**config.mk**
```make
export PLATFORM = sky130hd
export DESIGN_NAME = uart_tx_queue
export DESIGN_NICKNAME = d
export VERILOG_FILES = /design/src/rtl/uart_pkg.sv /design/src/rtl/byte_fifo.sv /design/src/rtl/uart_tx_queue.sv
export SDC_FILE = /design/constraint.sdc
export NUM_CORES = 1
export LEC_CHECK = 0
export ABC_AREA = 1
export BUFFER_PORTS_ARGS = -buffer_cell sky130_fd_sc_hd__buf_2
export CORE_MARGIN = 5
export CORE_UTILIZATION = 65
export CTS_BUF_LIST = sky130_fd_sc_hd__clkbuf_8
export DETAILED_ROUTE_END_ITERATION = 6
export PLACE_DENSITY = 0.9
export RECOVER_POWER = 100
export SLEW_MARGIN = 20
export SYNTH_ARGS = -nofsm -noshare
export SYNTH_HDL_FRONTEND = slang
export SYNTH_SLANG_ARGS = --single-unit
```
**constraint.sdc**
```tcl
create_clock -name clk -period 5.1 [get_ports clk]
set_clock_uncertainty 0.2 [all_clocks]
set_input_delay 0.51 -clock clk [delete_from_list [all_inputs] [get_ports clk]]
set_output_delay 0.51 -clock clk [all_outputs]
set_load 0.1 [all_outputs]
```
**src/rtl/uart_pkg.sv**
```systemverilog
// Shared definitions for the uart transmit queue: drain FSM state encoding,
// byte width and the ASCII line-ending constants.
package uart_pkg;

    localparam int BYTE_W = 8;

    localparam logic [BYTE_W-1:0] ASCII_CR = 8'h0D;
    localparam logic [BYTE_W-1:0] ASCII_LF = 8'h0A;

    // Drain FSM states; encoding 2'd3 is unused and recovers to IDLE.
    typedef enum logic [1:0] {
        IDLE       = 2'd0,
        WAIT_START = 2'd1,
        WAIT_DONE  = 2'd2
    } tx_state_e;

endpackage

```
**src/rtl/byte_fifo.sv**
```systemverilog
// Circular byte buffer with registered occupancy count, combinational
// full/empty decode and a sticky overflow flag for dropped pushes.
// The head entry is always visible on rd_data; rd_en consumes it.
module byte_fifo
    import uart_pkg::*;
#(
    parameter int DEPTH  = 16,
    parameter int ADDR_W = 4
) (
    input  logic              clk,
    input  logic              rst,
    input  logic              wr_en,
    input  logic [BYTE_W-1:0] wr_data,
    input  logic              rd_en,
    output logic [BYTE_W-1:0] rd_data,
    output logic              full,
    output logic              empty,
    output logic [ADDR_W:0]   count,
    output logic              overflow,
    input  logic              ovf_clr
);

    localparam logic [ADDR_W:0]   DEPTH_C = DEPTH[ADDR_W:0];
    localparam logic [ADDR_W-1:0] PTR_ONE = ADDR_W'(1'b1);
    localparam logic [ADDR_W:0]   CNT_ONE = (ADDR_W + 1)'(1'b1);

    logic [BYTE_W-1:0] mem_q [DEPTH];
    logic [BYTE_W-1:0] mem_d [DEPTH];
    logic [ADDR_W-1:0] wr_ptr_q, wr_ptr_d;
    logic [ADDR_W-1:0] rd_ptr_q, rd_ptr_d;
    logic [ADDR_W:0]   count_q, count_d;
    logic              overflow_q, overflow_d;

    logic push_s;
    logic pop_s;
    logic drop_s;

    // Full is judged on the registered count, so a push at full is dropped
    // even if the head is being popped in the same cycle.
    assign full     = (count_q == DEPTH_C);
    assign empty    = (count_q == {(ADDR_W + 1){1'b0}});
    assign count    = count_q;
    assign overflow = overflow_q;
    assign rd_data  = mem_q[rd_ptr_q];

    assign push_s = wr_en & ~full;
    assign drop_s = wr_en & full;
    assign pop_s  = rd_en & ~empty;

    // Next-state for storage, pointers, occupancy and the sticky overflow.
    always_comb begin
        mem_d      = mem_q;
        wr_ptr_d   = wr_ptr_q;
        rd_ptr_d   = rd_ptr_q;
        count_d    = count_q;
        overflow_d = overflow_q;

        if (push_s) begin
            mem_d[wr_ptr_q] = wr_data;
            wr_ptr_d        = wr_ptr_q + PTR_ONE;
        end else begin
            wr_ptr_d = wr_ptr_q;
        end

        if (pop_s) begin
            rd_ptr_d = rd_ptr_q + PTR_ONE;
        end else begin
            rd_ptr_d = rd_ptr_q;
        end

        case ({push_s, pop_s})
            2'b10:   count_d = count_q + CNT_ONE;
            2'b01:   count_d = count_q - CNT_ONE;
            default: count_d = count_q;
        endcase

        // A drop in the same cycle as a clear leaves the flag set.
        if (drop_s) begin
            overflow_d = 1'b1;
        end else if (ovf_clr) begin
            overflow_d = 1'b0;
        end else begin
            overflow_d = overflow_q;
        end
    end

    // Storage and control registers with synchronous reset.
    always_ff @(posedge clk) begin
        if (rst) begin
            for (int i = 0; i < DEPTH; i++) begin
                mem_q[i] <= 8'h00;
            end
            wr_ptr_q   <= {ADDR_W{1'b0}};
            rd_ptr_q   <= {ADDR_W{1'b0}};
            count_q    <= {(ADDR_W + 1){1'b0}};
            overflow_q <= 1'b0;
        end else begin
            for (int i = 0; i < DEPTH; i++) begin
                mem_q[i] <= mem_d[i];
            end
            wr_ptr_q   <= wr_ptr_d;
            rd_ptr_q   <= rd_ptr_d;
            count_q    <= count_d;
            overflow_q <= overflow_d;
        end
    end

endmodule

```
**src/rtl/uart_tx_queue.sv**
```systemverilog
// Buffered transmit front-end for the uart core. Bytes are queued in a
// byte_fifo and handed to the core one at a time: a single-cycle transmit
// pulse with tx_byte held until the next pulse, then the FSM waits for
// is_transmitting to rise and fall before looking at the queue again.
// Optional build macro UART_TX_QUEUE_CRLF_EN: a queued LF is preceded on the
// line by an inserted CR (the LF stays at the head until the CR is sent).
module uart_tx_queue
    import uart_pkg::*;
#(
    parameter int DEPTH  = 16,
    parameter int ADDR_W = 4
) (
    input  logic              clk,
    input  logic              rst,
    input  logic              wr_en,
    input  logic [BYTE_W-1:0] wr_data,
    output logic              full,
    output logic              empty,
    output logic [ADDR_W:0]   count,
    output logic              overflow,
    input  logic              ovf_clr,
    output logic              transmit,
    output logic [BYTE_W-1:0] tx_byte,
    input  logic              is_transmitting
);

    tx_state_e         state_q, state_d;
    logic              transmit_q, transmit_d;
    logic [BYTE_W-1:0] tx_byte_q, tx_byte_d;
    logic [BYTE_W-1:0] head_s;
    logic              pop_s;
    logic              empty_s;
`ifdef UART_TX_QUEUE_CRLF_EN
    logic              cr_sent_q, cr_sent_d;
`endif

    byte_fifo #(
        .DEPTH  (DEPTH),
        .ADDR_W (ADDR_W)
    ) u_fifo (
        .clk      (clk),
        .rst      (rst),
        .wr_en    (wr_en),
        .wr_data  (wr_data),
        .rd_en    (pop_s),
        .rd_data  (head_s),
        .full     (full),
        .empty    (empty_s),
        .count    (count),
        .overflow (overflow),
        .ovf_clr  (ovf_clr)
    );

    assign empty    = empty_s;
    assign transmit = transmit_q;
    assign tx_byte  = tx_byte_q;

    // Drain FSM: start a byte from IDLE, then track the core's busy flag.
    always_comb begin
        state_d    = state_q;
        transmit_d = 1'b0;
        tx_byte_d  = tx_byte_q;
        pop_s      = 1'b0;
`ifdef UART_TX_QUEUE_CRLF_EN
        cr_sent_d  = cr_sent_q;
`endif

        case (state_q)
            IDLE: begin
                if (!empty_s) begin
`ifdef UART_TX_QUEUE_CRLF_EN
                    if ((head_s == ASCII_LF) && !cr_sent_q) begin
                        // Send the CR first; the LF stays queued.
                        tx_byte_d = ASCII_CR;
                        cr_sent_d = 1'b1;
                    end else begin
                        tx_byte_d = head_s;
                        pop_s     = 1'b1;
                        cr_sent_d = 1'b0;
                    end
`else
                    tx_byte_d = head_s;
                    pop_s     = 1'b1;
`endif
                    transmit_d = 1'b1;
                    state_d    = WAIT_START;
                end else begin
                    state_d = IDLE;
                end
            end
            WAIT_START: begin
                if (is_transmitting) begin
                    state_d = WAIT_DONE;
                end else begin
                    state_d = WAIT_START;
                end
            end
            WAIT_DONE: begin
                if (!is_transmitting) begin
                    state_d = IDLE;
                end else begin
                    state_d = WAIT_DONE;
                end
            end
            default: begin
                state_d = IDLE;
            end
        endcase
    end

    // FSM state and registered outputs to the uart core.
    always_ff @(posedge clk) begin
        if (rst) begin
            state_q    <= IDLE;
            transmit_q <= 1'b0;
            tx_byte_q  <= 8'h00;
        end else begin
            state_q    <= state_d;
            transmit_q <= transmit_d;
            tx_byte_q  <= tx_byte_d;
        end
    end

`ifdef UART_TX_QUEUE_CRLF_EN
    // Remembers that the CR for the current head LF has gone out.
    always_ff @(posedge clk) begin
        if (rst) begin
            cr_sent_q <= 1'b0;
        end else begin
            cr_sent_q <= cr_sent_d;
        end
    end
`endif

endmodule

```
**Word-level counts from Yosys, hierarchy flattened**

Cells that the tools add are included.

- Output and inout port bits: 17
- Bits in registers: 153
- Bits of input ports: 13

- Reductions and logical operators: 6
- $add $sub $neg: 4
- Magnitude comparators: 3
- Equal/unequal tests: 5
- Multiplexer cells: 15
- Bitwise operators: 7

Operator list:

| kind | number |
|---|---|
| $bwmux W128 | 1 |
| $bmux W8 S4 | 1 |
| $demux W8 S4 | 1 |
| $mux W8 | 3 |
| $ge A5 B5 Y1 const B | 2 |
| $not A4 Y5 | 2 |
| $pmux W5 S2 | 1 |
| $add A4 B1 Y4 const B | 2 |
| $pmux W2 S3 | 1 |
| $add A5 B1 Y5 const B | 1 |
| $eq A5 B5 Y1 const B | 1 |
| $logic_not A5 Y1 | 1 |
| $lt A5 B1 Y1 const B | 1 |
| $mux W1 | 5 |
| $sub A5 B1 Y5 const B | 1 |
| $eq A2 B1 Y1 const B | 2 |
| $eq A2 B2 Y1 const B | 2 |
| $mux W2 | 2 |
| $reduce_bool A2 Y1 | 2 |
| $and A1 B1 Y1 | 3 |
| $logic_not A2 Y1 | 1 |
| $not A1 Y1 | 2 |
| $reduce_and A2 Y1 | 1 |
| $logic_and A1 B1 Y1 | 1 |

**Logic depth before layout (Yosys ltp)**

Gate-level depths: netlist of the first run.

- Word-level depth: 6
- Mapped depth: 17
- Mapped depth without buffers: 15

**Cells and area by module**

A second synthesis of the first run with hierarchy kept.

- Cells, all modules: 1321
- Area total of the unflattened synthesis: 8211.6 um^2

Modules (own cells, without submodules):

| module | seq. area each (um^2) | area each (um^2) | instances | cells an instance |
|---|---|---|---|---|
| byte_fifo | 2842.7 | 7739.9 | 1 | 1256 |
| uart_tx_queue | 220.2 | 471.7 | 1 | 65 |

**Worst setup path after synthesis of the first run**

Ideal clock, no wire load.

- Path kind: register -> register
- Start point: reg u_fifo.count_q[1], in the netlist u_fifo.count[1]
- End point: reg u_fifo.count_q[4], in the netlist u_fifo.count[4]
- Slack: 1820 ps
- Arrival time: 3010 ps
- Setup time: 70 ps
- Cell stages (with the launch flop): 18
- Clock period less this slack: 3280 ps
- Buffers on the path: 2
- Cell sequence: dfxtp_1 inv_1 nand4_1 nand2_1 inv_1 buf_2 ha_1 clkbuf_1 xor2_1 ha_1 inv_1 nand2_1 nand3_1 nand2_1 nand2_1 nand2_1 nand2_1 a21oi_1

- Longest elaborated chain between the ends: 6
- Elaborated cells between the ends (all ways): 14
- Classes of those cells: 2 x add/sub; 3 x eq/ne; 3 x mux; 4 x bitwise; 2 x reduce/logical

RTL lines:

| item | line | RTL |
|---|---|---|
| from (decl) | byte_fifo.sv:31 | `logic [ADDR_W:0] count_q, count_d;` |
| from (signal assigned) | byte_fifo.sv:95 | `count_q <= {(ADDR_W + 1){1'b0}};` |
| from (signal assigned) | byte_fifo.sv:103 | `count_q <= count_d;` |
| $logic_not A5 Y1 * | byte_fifo.sv:41 | `assign empty = (count_q == {(ADDR_W + 1){1'b0}});` |
| $mux W1 * | uart_tx_queue.sv:70 | `if (!empty_s) begin` |
| $mux W1 * | - |  |
| net pop_s | uart_tx_queue.sv:31 | `logic pop_s;` |
| $and A1 B1 Y1 * | byte_fifo.sv:48 | `assign pop_s = rd_en & ~empty;` |
| $eq A2 B1 Y1 or $eq A2 B2 Y1 (tied branches) | byte_fifo.sv:71 | `case ({push_s, pop_s})` |
| $pmux W5 S2 or $reduce_bool A2 Y1 (tied branches) | - |  |

Mark *: on every way through the listed nets, which the timed path passes. The rest lies on a longest branch.
A chain may end at the register's enable or synchronous reset.

**Worst setup path in the final report of the first run**

- Start point: reg u_fifo.rd_ptr_q[0]
- End point: reg tx_byte_q[7], in the netlist tx_byte[7]

- Longest elaborated chain between the ends: 4

RTL lines:

| item | line | RTL |
|---|---|---|
| from (decl) | byte_fifo.sv:30 | `logic [ADDR_W-1:0] rd_ptr_q, rd_ptr_d;` |
| from (signal assigned) | byte_fifo.sv:94 | `rd_ptr_q <= {ADDR_W{1'b0}};` |
| from (signal assigned) | byte_fifo.sv:102 | `rd_ptr_q <= rd_ptr_d;` |
| $not A4 Y5 (implied by the code) | byte_fifo.sv:44 | `assign rd_data = mem_q[rd_ptr_q];` |
| $bmux W8 S4 | byte_fifo.sv:44 |  |
| $mux W8 (implied by the code) (2 in series) | byte_fifo.sv:44 |  |
| to (signal assigned) | uart_tx_queue.sv:120 | `tx_byte_q <= tx_byte_d;` |
| to (decl) | uart_tx_queue.sv:29 | `logic [BYTE_W-1:0] tx_byte_q, tx_byte_d;` |

Every way passes these cells. The select of a mux whose other input is x is not followed.

==> run summary, run 1 <==
Outcome: finished, violations left
Failing checks: max-capacitance violations, max-slew violations
F_max: 0.253 GHz
Storage cell area: 0.00306 mm²
RSZ-0062 raised after global routing: false
Final WL: 18.0 mm
YS warnings: 0
Critical-path top delay cell: dfxtp_1
Setup crit end kind: flip-flop
DR iter-0 viols: 986
Crit-path leading delay family: flip-flops
Row cnt: 38
Die width: 115 µm
Cells after Synth: 1,035
Leading area contributor after synthesis: dfxtp_1
Tcrit/Tclk final: 77.4%
Critical path startpoint: u_fifo.rd_ptr_q[0]
Most frequent CP cell: nand3_1
Worst-Margin Slew: 1.68 ns
CTS buffer count: 17
IR drop worst, VDD: 0.477 mV
IO Port Bufs: 29
Worst Path Required: 5.31 ns
Post-Syn Nets: 1,056
First-pass GRT wire length: 29.3 mm
Reg2Reg Depth: 8
Crit path time final: 3.95 ns
Synth cell types: 27
Antenna Nets Post-Route: 0
Worst EP arrival: 4.15 ns
Max FO, Critical Path: 50
Clock latency on the worst-skew pair: 0.45 ns
Synth area leaders: dfxtp_1 42%, a21oi_1 9.8%, nand2_1 9.6%
Layout Nets: 1,032
Sequential fraction of the synthesis area: 42.4%
Setup TNS: 0 ns
Vias in the first global route: 5,722
Reg2reg start: u_fifo.rd_ptr_q[0]
Die Y: 115 µm
Fill count: 954
CP bufs+invs: 2
DR DRC count: 0
Hold crit path type: in -> reg
Placed inst area: 0.00721 mm²
Setup bufs post-CTS: 0
Gr ovfl total: 0
Multi-input combinational cell area: 0.00317 mm²
Finished Cell Area: 0.00755 mm²
Drt wl/cell: 15.5 µm
Root Driver: clkbuf_8
Critical path destination: tx_byte[7]
Fraction of layout cells with a size suffix above 1: 5.76%
Crit. path cell count: 8
CP max stage delay: 1.39 ns
Average size of a mapped cell: 6.98 µm²
Vias: 6,680
Cells along the critical path: inv_1 -> nand2_1 -> nand3_1 -> nand3_1 -> nand3_1 -> nand3_1 -> nand2_1 -> inv_1
Largest net degree at the start of global routing: 60
FF-to-FF setup slack: 1.15 ns
HPWL Detailed: 11.1 mm
LEAKAGE: 3.00 nW
Number of synthesized flops with an enable pin: 0
WS Path Type: reg -> reg
CTS resizes: 0
Slew Limit Fails: 152
Area delta synth->final: 4.48%
Max clock buf depth: 2
CTS Hold Bufs: 0
Worst-path clk slew: 0.08 ns
Inserted Diodes: 0
Synth Cell Area: 0.00723 mm²
Worst rel slew slack: -12.2%
PD cells: 491 mW/mm²
Setup violators final: 0
Die footprint: 0.0133 mm²
DR pass1 iterations: 5
Commonest cells post-synth: 184 x nand2_1, 153 x dfxtp_1, 151 x inv_1
End of the worst register-to-register path: tx_byte[7]
CTS tree: built
Io pins: 30
Async set or reset register ratio after synthesis: 0%
Starting Density: 66.4%
Cell with the most instances after synthesis: nand2_1
H-tree depth: 4
Final hold slack: 0.109 ns
Total track usage: 27.8%
Vias/cell: 5.74
Initial antenna violation count: 0
Ys flop type: dfxtp_1
Core Footprint: 0.0109 mm²
Routability cong.: 0.883
Element type at the critical path start: flip-flop
Top-area cell type share of the netlist area: 42.4%
Max Cap Viol: 3
Yosys reg bits: 153
Final hold vios: 0
Sink Count: 153
## worst min path at each step
| stage | cells after the start | start | endpoint | slack [ns] |
|---|---|---|---|---|
| detailed placement | 2 | u_fifo.mem_q[60] | u_fifo.mem_q[60] | 0.24 |
| CTS | 4 | ovf_clr | u_fifo.overflow | 0.09 |
| finish | 4 | ovf_clr | u_fifo.overflow | 0.11 |
| global placement | 2 | u_fifo.mem_q[58] | u_fifo.mem_q[58] | 0.23 |
| global route | 3 | is_transmitting | state_q[1] | 0.10 |
| floorplan | 2 | u_fifo.mem_q[58] | u_fifo.mem_q[58] | 0.22 |
## area by class of cell
cell class | instances | share of cell area [%]
tap | 140 | 2.32
clock buffer | 23 | 4.19
sequential | 153 | 40.5
multi-input combinational | 650 | 42.0
timing repair buffer | 32 | 1.90
inverter | 157 | 7.82
clock inverter | 9 | 1.24
## state kept, by name (all words and copies together), names as in the netlist
signal           count
u_fifo.mem_q       128
tx_byte              8
u_fifo.count         5
u_fifo.rd_ptr_q      4
u_fifo.wr_ptr_q      4
state_q              2
transmit             1
u_fifo.overflow      1
## cell usage in the layout (no fill, tap or decap), drive strengths merged, types with 2 or more instances in the layout
cell	instances
nand2	185
inv	155
dfxtp	153
a21oi	142
nand3	137
o21ai	121
clkbuf	41
nor2	26
nand4	15
buf	14
o211ai	8
ha	8
clkinv	8
xor2	5
bufinv	2
## stage by stage
| step | utilization, % | total power [mW] | worst slack [ns] | cells |
|---|---|---|---|---|
| after floorplan | - | 2.51 | 1.82 | 1035 |
| after global placement | 66.2 | 2.75 | 2.13 | 1132 |
| after detailed placement | 66.2 | 2.78 | 2.05 | 1132 |
| after CTS | 70.0 | 3.70 | 2.02 | 1164 |
| after global routing | 69.4 | 3.92 | 0.926 | 1164 |
| final | 69.4 | 3.71 | 1.15 | 1164 |
## power breakdown
group / internal, mW / switching, mW
Sequential: 1.28 / 0.0976
Combinational: 0.356 / 1.03
Clock: 0.507 / 0.438
Total: 2.14 / 1.57
## per-layer routing
| layer | up-vias | wire length, µm | GRT usage [%] |
|---|---|---|---|
| met5 | - | 0 | 0 |
| met4 | 0 | 618 | 12.6 |
| met3 | 52 | 1710 | 5.64 |
| met2 | 344 | 7960 | 42.1 |
| met1 | 2972 | 7760 | 38.4 |
| li1 | 3312 | - | - |
## cell families after synthesis
group | after synthesis | synth area share [%]
buffers and inverters | 232 | 13.2
adders and majority gates | 8 | 1.38
DFF | 153 | 42.4
xor gates and xnor gates | 6 | 0.727
and+or+nand+nor | 365 | 23.2
AOI/OAI and AO/OA | 271 | 19.0
## worst reg2reg max path: cells and delay by family (launching register included)
kind	cells	cell delay, ns
simple gates	6	0.91
buf+inv	2	1.39
flops	1	1.39
Power figures use the tool's default switching activity.
==> run 2: changes to the inputs <==
CORE_UTILIZATION = 58   (was 65)
PLACE_DENSITY = 0.86   (was 0.9)
clock period = 3.6 ns   (was 5.1 ns; I/O delays follow)
==> run summary, run 2 (same netlist as run 1, synthesis figures left out) <==
Outcome: finished, violations left
Failing checks: max-capacitance violations, max-slew violations
Vias: 6,622 (-0.87%)
Worst Path Required: 3.04 ns (-2.27 ns)
Combinational share of power: 37.5% (about the same)
Core Footprint: 0.0121 mm² (+11%)
Final WL: 18.4 mm (+2.0%)
Initial antenna violation count: 0 (unchanged)
Total track usage: 26.0% (-1.7 points)
Worst-path clk slew: 0.07 ns (about the same)
IR drop worst, VDD: 0.679 mV (+43%)
DR pass1 iterations: 6 (+1)
Crit-path leading delay family: buffers and inverters
CTS tree: built
Drt wl/cell: 15.3 µm (-1.2%)
Cells along the critical path: nor2_1 -> nand4_4 -> inv_1 -> clkbuf_1
Max FO, Critical Path: 16 (-68%)
Critical-path top delay cell: clkbuf_1
Root Driver: clkbuf_8
Final WS setup: 0.646 ns (-0.507 ns)
Internal power: 3.16 mW (+48%)
Setup violators final: 0 (unchanged)
Worst rel slew slack: -26.2% (-14 points)
RSZ-0062 raised after global routing: false
H-tree depth: 4 (unchanged)
Part of the power in the clock network: 26.9% (+1.4 points)
Setup crit end kind: output pin
Final hold vios: 0 (unchanged)
Gr ovfl total: 0 (unchanged)
Crit path time final: 2.95 ns
CP max stage delay: 0.88 ns (-0.51 ns)
Setup bufs post-CTS: 0 (unchanged)
Placed inst area: 0.00731 mm² (+1.4%)
CTS buffer count: 17 (unchanged)
Sequential share of power: 35.6% (-1.5 points)
Die Y: 122 µm (+5.4%)
Die footprint: 0.0148 mm² (+11%)
Number of flip-flops in the largest register: 128 (unchanged)
Io pins: 30 (unchanged)
Hold crit path type: in -> reg
Fill count: 1,082 (+13%)
Inserted Diodes: 0 (unchanged)
LEAKAGE: 3.07 nW (+2.4%)
Reg with most FFs: u_fifo.mem_q
First-pass GRT wire length: 30.5 mm (+4.2%)
Routability cong.: 0.829 (-6.1%)
Vias in the first global route: 6,050 (+5.7%)
IO Port Bufs: 29 (unchanged)
Commonest non-fill, non-tap cells in the layout: 185 x nand2_1, 152 x dfxtp_1, 151 x inv_1, 142 x a21oi_1, 137 x nand3_1
CP bufs+invs: 2 (unchanged)
Fraction of layout cells with a size suffix above 1: 6.29% (+0.52 points)
Max Cap Viol: 1 (-2)
Area delta synth->final: 6.78%
Worst EP arrival: 2.39 ns (-1.76 ns)
Finished Cell Area: 0.00772 mm² (+2.2%)
Antenna Nets Post-Route: 0 (unchanged)
Vias/cell: 5.51 (-4.0%)
DR DRC count: 0 (unchanged)
Sink Count: 153 (unchanged)
CTS Hold Bufs: 2 (+2)
Finished Core Util: 63.7% (-5.6 points)
Storage cell area: 0.00306 mm² (about the same)
F_max: 0.339 GHz
Slew Limit Fails: 112 (-26%)
Commonest non-fill, non-tap cell in the layout: nand2_1
Placement Setup Slack: 0.955 ns (-1.10 ns)
DR iter-0 viols: 1,021 (+3.5%)
Layout Nets: 1,043 (+1.1%)
Multi-input combinational cell area: 0.00318 mm² (+0.36%)
WS Path Type: reg -> out
Worst-Margin Slew: 1.89 ns (+0.212 ns)
Die width: 122 µm (+5.4%)
NetSw: 2.21 mW (+41%)
Row cnt: 40 (+5.3%)
Clock latency on the worst-skew pair: 0.45 ns (about the same)
Max clock buf depth: 2 (unchanged)
Starting Density: 59.7% (-6.7 points)
Tcrit/Tclk final: 82.1%
Sw Ratio: 41.1% (-1.1 points)
HPWL Detailed: 11.5 mm (+2.9%)
PD cells: 696 mW/mm² (+42%)
Setup TNS: 0 ns (unchanged)
CTS resizes: 0 (unchanged)
Largest net degree at the start of global routing: 112 (+87%)
Element type at the critical path start: flip-flop
run 2: stage by stage:
stage	hold slack [ns]	power (mW)	std cells
2_1_floorplan	0.223	3.56	1035
3_3_place_gp	0.233	3.95	1169
3_5_place_dp	0.239	3.97	1169
4_1_cts	0.128	5.40	1202
5_1_grt	0.130	5.69	1202
6_report	0.127	5.37	1202
run 2: power groups by stage:
stage	logic (mW)	clock network [mW]	registers, mW
after floorplan	1.26	0	2.30
after global placement	2.01	0	1.94
after detailed placement	2.02	0	1.95
after CTS	2.03	1.46	1.91
after global routing	2.23	1.53	1.93
final	2.02	1.45	1.91
run 2: routing by layer:
metal / GRT usage (%) / routed length [µm] / vias to the layer above / part of all wire, %
met4: 12.0 / 670 / 0 / 3.6
met3: 6.92 / 1680 / 46 / 9.1
met1: 34.8 / 7870 / 2962 / 43
li1: - / - / 3329 / -
met5: 0 / 0 / - / 0
met2: 39.4 / 8200 / 285 / 45
run 2: worst min-delay path, stage by stage:
cell and delay (ns):
buf_2 0.21, nand2_1 0.11, a21oi_1 0.05
run 2: area by class of cell:
class | instances | area share (%)
multi-input combinational | 650 | 41.2
tap | 168 | 2.72
inverter | 157 | 7.65
clock buffer | 22 | 3.92
sequential | 153 | 39.7
clock inverter | 9 | 1.86
timing repair buffer | 43 | 2.93
run 2: final timing paths:
check / from / endpoint / slack (ns) / cells after the start
setup / recovery: u_fifo.count[0] / full / 0.65 / 4
setup reg to reg: u_fifo.count[1] / u_fifo.mem_q[36] / 0.69 / 7
hold / removal: wr_en / u_fifo.overflow / 0.13 / 3
hold reg to reg: u_fifo.mem_q[57] / u_fifo.mem_q[57] / 0.25 / 2
==> run 3: changes to the inputs <==
ABC_AREA = 0   (was 1)
CORE_UTILIZATION = 64   (was 58)
PLACE_DENSITY = 0.89   (was 0.86)
clock period = 2.9 ns   (was 3.6 ns; I/O delays follow)
==> run summary, run 3 <==
Setup violators final: 1 (+1)
Initial antenna violation count: 0 (unchanged)
Crit-path leading delay family: simple AND/OR/NAND/NOR gates
Final WL: 16.5 mm (-10%)
Worst rel slew slack: 52.4% (+79 points)
IO Port Bufs: 29 (unchanged)
Finished Layout Cells: 854 (-29%)
Max clock buf depth: 2 (unchanged)
Core Footprint: 0.0108 mm² (-10%)
Drt wl/cell: 19.3 µm (+26%)
Area delta synth->final: 11.2%
Tcrit/Tclk final: 100%
Inserted Diodes: 0 (unchanged)
Dpl cells: 815 (-30%)
Die Y: 115 µm (-5.3%)
Commonest non-fill, non-tap cell in the layout: mux2i_1
Vias: 5,145 (-22%)
CTS buffer count: 17 (unchanged)
Setup crit end kind: flip-flop
Starting Density: 65.4% (+5.7 points)
Cell with the most instances after synthesis: mux2i_1
IR drop worst, VDD: 0.761 mV (+12%)
Root Driver: clkbuf_8
Synth area leaders: dfxtp_1 43%, mux2i_1 23%, nor2_1 8.2%
LEAKAGE: 2.83 nW (-7.8%)
Vias/cell: 6.02 (+9.4%)
Max Cap Viol: 0 (-1)
Reg with most FFs: u_fifo.mem_q
Ys flop type: dfxtp_1
Total power after layout: 6.06 mW (+13%)
H-tree depth: 4 (unchanged)
DR DRC count: 0 (unchanged)
Yosys reg bits: 153 (unchanged)
Top-area cell type share of the netlist area: 43.2% (+0.85 points)
Clock latency on the worst-skew pair: 0.46 ns (about the same)
Sink Count: 153 (unchanged)
Cells along the critical path: nor4_4 -> buf_4 -> a21boi_4 -> ha_4 -> xor2_1 -> ha_2 -> nor4_1 -> a21oi_1 -> a31oi_2 -> mux2_2
Worst EP arrival: 3.04 ns (+0.65 ns)
Io pins: 30 (unchanged)
Die footprint: 0.0133 mm² (-10%)
Worst-path clk slew: 0.08 ns (about the same)
Sequential fraction of the synthesis area: 43.2% (+0.85 points)
Final WS setup: -0.00203 ns (-0.648 ns)
Slew Limit Fails: 0 (-100%)
Outcome: finished, violations left
Leading area contributor after synthesis: dfxtp_1
CTS tree: built
Routability cong.: 0.879 (+6.0%)
Fraction of layout cells with a size suffix above 1: 20.2% (+14 points)
Max FO, Critical Path: 9 (-7)
Finished Core Util: 72.7% (+9.0 points)
Final hold slack: 0.0819 ns (-0.0449 ns)
Antenna Nets Post-Route: 0 (unchanged)
Crit path time final: 2.90 ns
Cells after Synth: 673 (-35%)
WS Path Type: reg -> reg
Placed inst area: 0.00740 mm² (+1.3%)
DR pass1 iterations: 5 (-1)
Total track usage: 26.2% (+0.12 points)
Synth cell types: 45 (+67%)
Row cnt: 38 (-5.0%)
RSZ-0062 raised after global routing: true
CP max stage delay: 0.37 ns (-0.51 ns)
Commonest cells post-synth: 163 x mux2i_1, 155 x nor2_1, 153 x dfxtp_1
Number of synthesized flops with an enable pin: 0 (unchanged)
Commonest non-fill, non-tap cells in the layout: 163 x mux2i_1, 154 x nor2_1, 147 x dfxtp_1, 28 x buf_4, 27 x buf_2
Average size of a mapped cell: 10.5 µm² (+51%)
Layout Nets: 722 (-31%)
Number of flip-flops in the largest register: 128 (unchanged)
First-pass GRT wire length: 27.0 mm (-12%)
PD cells: 769 mW/mm² (+10%)
YS warnings: 0 (unchanged)
Placement Setup Slack: -0.0655 ns (-1.02 ns)
Die width: 115 µm (-5.3%)
Worst-Margin Slew: 0.714 ns (-1.18 ns)
F_max: 0.345 GHz
Worst Path Required: 3.04 ns (about the same)
Critical-path top delay cell: dfxtp_4
Vias in the first global route: 5,327 (-12%)
Final hold vios: 0 (unchanged)
HPWL Detailed: 10.9 mm (-4.9%)
Finished Cell Area: 0.00788 mm² (+2.1%)
CP bufs+invs: 1 (-1)
Element type at the critical path start: flip-flop
Gr ovfl total: 0 (unchanged)
Hold crit path type: in -> reg
Post-Syn Nets: 694 (-34%)
Synth Cell Area: 0.00709 mm² (-2.0%)
Failing checks: negative setup slack
Async set or reset register ratio after synthesis: 0% (unchanged)
DR iter-0 viols: 457 (-55%)
Largest net degree at the start of global routing: 63 (-44%)
Setup TNS: -0.00203 ns (-0.00203 ns)
[run 3: cell count changes in the layout (fill, tap and decap cells not counted), sizes merged, moves of 129 or more]
cell   before  now
nand2     185   10
mux2i       0  163
inv       154   11
a21oi     142    7
nand3     137    6
nor2       26  155
[run 3: worst min-delay path, stage by stage]
cell and delay, ns:
buf_2 0.09, buf_4 0.17, a21oi_1 0.08, nor2_1 0.07
[run 3: report_power, final]
part,leakage [nW],internal (mW),switching [mW]
Combinational,1.38,0.611,1.37
Sequential,1.24,2.23,0.162
Clock,0.213,0.888,0.799
Total,2.83,3.73,2.33
[run 3: final timing paths]
check	slack, ns	endpoint	depth (start not counted)	startpoint
setup reg to reg	-0.002	u_fifo.count[4]	10	u_fifo.count[3]
hold reg to reg	0.30	u_fifo.mem_q[69]	2	u_fifo.mem_q[69]
setup / recovery	-0.002	u_fifo.count[4]	10	u_fifo.count[3]
hold / removal	0.08	u_fifo.overflow	4	wr_en
[run 3: cell families (layout without fill, tap and decap cells)]
logic type	Yosys count	in the layout	share of synthesized area (%)
flip-flops	153	153	43.2
buffers and inverters	61	102	4.11
adder cells (fa/ha/maj)	8	8	1.41
XOR/XNOR	10	10	1.24
AND/OR/NAND/NOR	195	195	11.8
AO/OA/AOI/OAI	65	65	9.85
multiplexers	181	181	28.4
[run 3: layout make-up]
cell class | count | area [µm²]
clock buffers | 19 | 262
clock inverters | 13 | 149
fillers | 736 | 2960
inverters | 9 | 33.8
multi-input cells | 459 | 3760
flip-flops and latches | 153 | 3080
well taps | 140 | 175
repair buffers | 61 | 425
[run 3: repair_timing]
| item | in CTS | in global routing |
|---|---|---|
| hold endpoints to repair | 3 | 0 |
| gates cloned | 0 | 0 |
| gates resized for setup | 0 | 3 |
| buffers inserted | 1 | 4 |
| endpoints found under the setup margin | 1 | 2 |
| pin swaps | 1 | 2 |
| hold buffers | 2 | 0 |
[run 3: layer usage]
layer / vias to the layer above / GRT usage (%) / routed length, µm
li1: 2433 / - / -
met4: 0 / 11.7 / 386
met3: 34 / 4.11 / 875
met1: 2545 / 32.7 / 6870
met5: - / 0 / 0
met2: 133 / 44.5 / 8350
